--- src/rtl/gpio_access_controller.sv ---
// GPIO bank access sequencer: turns CPU register requests into one-cycle bank strobes,
// keeps direction/output shadows, and polls the input pins for sticky change flags.
module gpio_access_controller #(
    parameter int NUM_PINS    = 13,
    parameter int BUS_WIDTH   = 64,
    parameter int POLL_PERIOD = 16
) (
    input  logic                 clock,
    input  logic                 reset,
    input  logic                 req_valid,
    output logic                 req_ready,
    input  logic                 req_write,
    input  logic [1:0]           req_addr,
    input  logic [BUS_WIDTH-1:0] req_wdata,
    output logic                 rsp_valid,
    input  logic                 rsp_ready,
    output logic [BUS_WIDTH-1:0] rsp_rdata,
    output logic [BUS_WIDTH-1:0] bus_out,
    output logic                 bus_oe,
    input  logic [BUS_WIDTH-1:0] bus_in,
    output logic                 load_dir,
    output logic                 load_out,
    output logic                 read_in,
    output logic                 irq,
    output logic [1:0]           dbg_state
);

    // Handshakes: a request transfers on a cycle where req_valid && req_ready;
    // a response transfers on a cycle where rsp_valid && rsp_ready. Both valids
    // hold their payload stable until the transfer.

    localparam int CW = (POLL_PERIOD > 1) ? $clog2(POLL_PERIOD) : 1;
    localparam logic [CW-1:0] POLL_RELOAD = (POLL_PERIOD > 0) ? CW'(POLL_PERIOD - 1) : '0;

    localparam logic [1:0] A_DIR = 2'd0;
    localparam logic [1:0] A_OUT = 2'd1;
    localparam logic [1:0] A_IN  = 2'd2;
    localparam logic [1:0] A_CHG = 2'd3;

    typedef enum logic [1:0] {
        IDLE   = 2'd0,
        WRITE  = 2'd1,
        SAMPLE = 2'd2,
        RESP   = 2'd3
    } state_t;

    state_t                r_state;
    state_t                w_state_nxt;

    logic [1:0]            r_addr;
    logic [NUM_PINS-1:0]   r_wdata;
    logic                  r_poll_cmd;
    logic [NUM_PINS-1:0]   r_dir;
    logic [NUM_PINS-1:0]   r_out;
    logic [NUM_PINS-1:0]   r_last;
    logic [NUM_PINS-1:0]   r_chg;
    logic                  r_pin_valid;
    logic [BUS_WIDTH-1:0]  r_rdata;
    logic                  r_irq;
    logic [CW-1:0]         r_poll_cnt;
    logic                  r_poll_pending;

    logic                  w_accept;
    logic                  w_take_poll;
    logic                  w_tick;
    logic [NUM_PINS-1:0]   w_sample;
    logic [NUM_PINS-1:0]   w_chg_set;
    logic [NUM_PINS-1:0]   w_chg_clr;
    logic                  w_unused;

    assign w_sample  = bus_in[NUM_PINS-1:0];
    assign w_tick    = (POLL_PERIOD > 0) && (r_poll_cnt == '0);
    assign irq       = r_irq;
    assign dbg_state = r_state;
    assign w_unused  = ^{req_wdata, bus_in};

    // Output pins (dir bit 1) never raise a change flag.
    assign w_chg_set = (r_state == SAMPLE && r_pin_valid) ? ((w_sample ^ r_last) & ~r_dir) : '0;
    assign w_chg_clr = (w_accept && req_write && req_addr == A_CHG) ? req_wdata[NUM_PINS-1:0] : '0;

    always_comb begin
        w_state_nxt = r_state;
        w_accept    = 1'b0;
        w_take_poll = 1'b0;
        req_ready   = 1'b0;
        rsp_valid   = 1'b0;
        rsp_rdata   = '0;
        bus_out     = '0;
        bus_oe      = 1'b0;
        load_dir    = 1'b0;
        load_out    = 1'b0;
        read_in     = 1'b0;
        case (r_state)
            IDLE: begin
                if (r_poll_pending) begin
                    w_take_poll = 1'b1;
                    w_state_nxt = SAMPLE;
                end else begin
                    req_ready = !reset;
                    if (req_valid && !reset) begin
                        w_accept = 1'b1;
                        if (req_write) begin
                            w_state_nxt = (req_addr == A_DIR || req_addr == A_OUT) ? WRITE : RESP;
                        end else begin
                            w_state_nxt = (req_addr == A_IN) ? SAMPLE : RESP;
                        end
                    end
                end
            end
            WRITE: begin
                bus_oe      = 1'b1;
                bus_out     = BUS_WIDTH'(r_wdata);
                load_dir    = (r_addr == A_DIR);
                load_out    = (r_addr == A_OUT);
                w_state_nxt = RESP;
            end
            SAMPLE: begin
                read_in     = 1'b1;
                w_state_nxt = r_poll_cmd ? IDLE : RESP;
            end
            RESP: begin
                rsp_valid = 1'b1;
                rsp_rdata = r_rdata;
                if (rsp_ready) begin
                    w_state_nxt = IDLE;
                end
            end
            default: w_state_nxt = IDLE;
        endcase
    end

    always_ff @(posedge clock) begin
        if (reset) begin
            r_state        <= IDLE;
            r_addr         <= '0;
            r_wdata        <= '0;
            r_poll_cmd     <= 1'b0;
            r_dir          <= '0;
            r_out          <= '0;
            r_last         <= '0;
            r_chg          <= '0;
            r_pin_valid    <= 1'b0;
            r_rdata        <= '0;
            r_irq          <= 1'b0;
            r_poll_cnt     <= POLL_RELOAD;
            r_poll_pending <= 1'b0;
        end else begin
            r_state <= w_state_nxt;
            r_chg   <= (r_chg & ~w_chg_clr) | w_chg_set;
            r_irq   <= |r_chg;

            if (w_accept) begin
                r_addr     <= req_addr;
                r_wdata    <= req_wdata[NUM_PINS-1:0];
                r_poll_cmd <= 1'b0;
                if (req_write) begin
                    r_rdata <= '0;
                end else begin
                    case (req_addr)
                        A_DIR:   r_rdata <= BUS_WIDTH'(r_dir);
                        A_OUT:   r_rdata <= BUS_WIDTH'(r_out);
                        A_CHG:   r_rdata <= BUS_WIDTH'(r_chg);
                        default: r_rdata <= '0;
                    endcase
                end
            end
            if (w_take_poll) begin
                r_poll_cmd <= 1'b1;
            end

            if (r_state == WRITE) begin
                if (r_addr == A_DIR) r_dir <= r_wdata;
                if (r_addr == A_OUT) r_out <= r_wdata;
            end

            if (r_state == SAMPLE) begin
                r_last      <= w_sample;
                r_pin_valid <= 1'b1;
                if (!r_poll_cmd) begin
                    r_rdata <= BUS_WIDTH'(w_sample);
                end
            end

            // A tick landing while a poll is already pending is simply absorbed.
            if (POLL_PERIOD > 0) begin
                r_poll_cnt <= w_tick ? POLL_RELOAD : (r_poll_cnt - 1'b1);
            end
            r_poll_pending <= w_tick | (r_poll_pending & ~w_take_poll);
        end
    end

endmodule

--- config.mk ---
export PLATFORM = sky130hd
export DESIGN_NAME = gpio_access_controller
export DESIGN_NICKNAME = d
export VERILOG_FILES = /design/src/rtl/gpio_access_controller.sv
export SDC_FILE = /design/constraint.sdc
export NUM_CORES = 1
export LEC_CHECK = 0
export BUFFER_PORTS_ARGS = -buffer_cell sky130_fd_sc_hd__buf_2
export CORE_MARGIN = 2
export CORE_UTILIZATION = 48
export CTS_CLUSTER_DIAMETER = 60
export DETAILED_ROUTE_END_ITERATION = 8
export PLACE_DENSITY = 0.8
export SYNTH_ARGS = -nofsm -noshare
export SYNTH_HDL_FRONTEND = slang
export SYNTH_SLANG_ARGS = --single-unit
--- constraint.sdc ---
create_clock -name clock -period 1.85 [get_ports clock]
set_input_delay 0.185 -clock clock [delete_from_list [all_inputs] [get_ports clock]]
set_output_delay 0.185 -clock clock [all_outputs]
set_load 0.01 [all_outputs]
==> impl_metrics.ini <==
[synthesis]
ys_top_cells_by_count = 141 x dfxtp_1, 84 x nand2_1, 80 x and3_1
post_synth_instance_area_um2 = 6410
ys_warn_count = 0
synthMostInstantiatedCell = dfxtp_1
ys_types = 45
synth_top_cell_by_area = dfxtp_1
avgSynthCellArea_um2 = 8.87
async_flop_share_pct = 0
syn_inst = 723
synthFlopType = dfxtp_1
yosysSeqAreaShare_pct = 44.0
synth_edf_count = 0
synthTopCellsByArea = dfxtp_1 44%, and3_1 7.8%, buf_4 6.0%
synth_seq_cells = 141
synth_top_area_share_pct = 44.0

[drt]
drt_iter0_markers = 400
ant_nets = 0
via_per_inst = 5.46
wl_met2_um = 7560
top_layer = met4
drt-wirelength-per-cell_um = 16.3
wl_met3_um = 1340
drt_wl_total_um = 16500
route.layer.met1.wl_um = 7320
drt_pass1_iterations = 5
drc = 0
vias = 5521

[sta]
fin_worst_skew_ns = 0.0129
finalSetupViolCount = 0
rsz0062_at_grt = true
slew_headroom_pct = 44.3
final_hold_viol_count = 0
fin_tns_setup_ns = 0
fin_crit_sh_pct = 97.3
tightest_slew_ns = 0.836
drv_slew = 0
timing.fmax_ghz = 0.556
period_needed_ns = 1.80

[place]
hpwl_um = 10700
place_congestion = 0.818
portBuffers = 118

[setup_path]
cp_data_required_time_ns = 1.66
cp.arrival_ns = 1.61
path_class = reg -> out
worst_setup_path_end_kind = primary output
startpoint_type = register
cp_max_fo = 14

[status]
status = completed

[global_routing]
grt_max_degree = 82
grt_use_total_pct = 23.2
grt.overflow.total = 0
grt_pass1_vias = 5140
grt_pass1_wl_um = 26300
antenna_found_initial = 1

[final_layout]
area_growth_pct = 19.9
fill_cells = 1172
layout-drive-gt1-share_pct = 26.2
nets = 958

[floorplan]
design.core.area_um2 = 13100
die_w_um = 120
ios = 272
initial_core_util_pct = 48.8
die_h_um = 120
rows = 42
die_area_um2 = 14300

[run]
cap_violations = 0

[cts]
cts_sinks = 141
cts_root_buf = clkbuf_16
clock_latency_ns = 0.43
numCtsBuffers = 17
path_clk_slew_ns = 0.06
cts_tree = done
cts.path.max_buffers = 2
htreeDepth = 4

[pwr]
power_density_nw_per_um2 = 1030
vdd_drop_max_mv = 0.906
p_total_mw = 7.91
p_leak_nw = 3.54

[hold_path]
min_path_type = in -> reg
## cell type report
class                           instances  area [um2]  area share, %
Antenna cell                            1        2.50         0.0326
Clock buffer                           19         453           5.89
Clock inverter                         13         156           2.03
Timing Repair Buffer                  147         893           11.6
Multi-Input combinational cell        507        3090           40.2
Inverter                                8        41.3          0.537
Tap cell                              176         220           2.86
Sequential cell                       141        2830           36.8
## where the power goes
group	switching [mW]	internal, mW	leakage (nW)	total, mW
registers	0.109	3.17	1.14	3.28
logic	0.703	0.430	2.10	1.13
clock network	1.40	2.09	0.298	3.49
## sequential cells by signal, summed over array words and instances (netlist names)
name,count
dbg_state,2
irq,1
r_addr,2
r_chg,13
r_dir,13
r_last,13
r_out,13
r_pin_valid,1
r_poll_cmd,1
r_poll_cnt,4
r_poll_pending,1
r_rdata,64
r_wdata,13
## cells in the final DEF (no fill, tap or decap), types with 2 or more instances in the layout
master,count
dfxtp_1,139
buf_2,116
nand2_1,84
and3_1,80
a21oi_1,56
nor3b_1,51
conb_1,51
nor2_1,31
buf_4,22
clkbuf_16,17
and2_1,14
mux2i_1,14
a211oi_1,14
xnor2_1,14
a31o_2,14
a21boi_0,13
o221a_2,13
nand4_1,13
a32o_1,13
inv_1,6
nor4_1,5
clkinv_4,5
buf_6,4
inv_8,3
o21ai_0,3
buf_12,3
clkinvlp_4,2
or4b_4,2
a21oi_4,2
nor2b_1,2
nor3_1,2
bufinv_16,2
clkbuf_8,2
inv_6,2
## stage by stage
step / instances / worst slack (ns) / cell area (um2) / hold slack [ns] / utilization (%)
after floorplan: 773 / 0.292 / 6600 / 0.321 / -
final: 1012 / 0.0501 / 7690 / 0.0301 / 58.5
after CTS: 1010 / -0.00152 / 7660 / 0.0181 / 58.3
after global placement: 975 / 0.173 / 6980 / 0.399 / 53.1
after global routing: 1011 / -0.000517 / 7680 / 0.0307 / 58.5
after detailed placement: 975 / 0.141 / 6980 / 0.414 / 53.1
## repair_timing
action	CTS	global route
hold buffers	1	0
gates cloned	1	0
endpoints found under the setup margin	61	15
gates resized for setup	9	3
endpoints found under the hold margin	2	0
setup buffers	1	1
pin swaps	1	3
## worst max-delay path, stage by stage, from the launching register on
cell and delay (ns):
dfxtp_2 0.41, or4b_4 0.54, inv_8 0.13, buf_6 0.11
## cells by family (layout without fill, tap and decap cells)
group	after synthesis	count (layout)	synth area share, %
muxes	15	15	2.36
DFF	141	141	44.0
xor gates and xnor gates	14	14	1.91
buffers and inverters	125	187	11.0
adders and majority gates	1	1	0.195
and+or+nand+nor	293	293	25.4
AOI/OAI and AO/OA	133	133	15.0
other	1	52	0.0585
## worst paths after layout
check	slack, ns	end	depth (start not counted)	start
worst max-delay path	0.05	load_dir	3	dbg_state[0]
worst max register to register	0.05	r_rdata[8]	4	dbg_state[1]
worst min register to register	0.42	r_poll_cnt[0]	1	r_poll_cnt[0]
worst min-delay path	0.03	r_last[9]	3	bus_in[9]
## routing by layer
metal | vias to the layer above | GRT usage, %
met2 | 195 | 36.5
met3 | 27 | 8.79
met4 | 0 | 7.87
met5 | - | 0
met1 | 2659 | 29.2
li1 | 2640 | -
No activity file was read; power rests on OpenSTA's default activity.
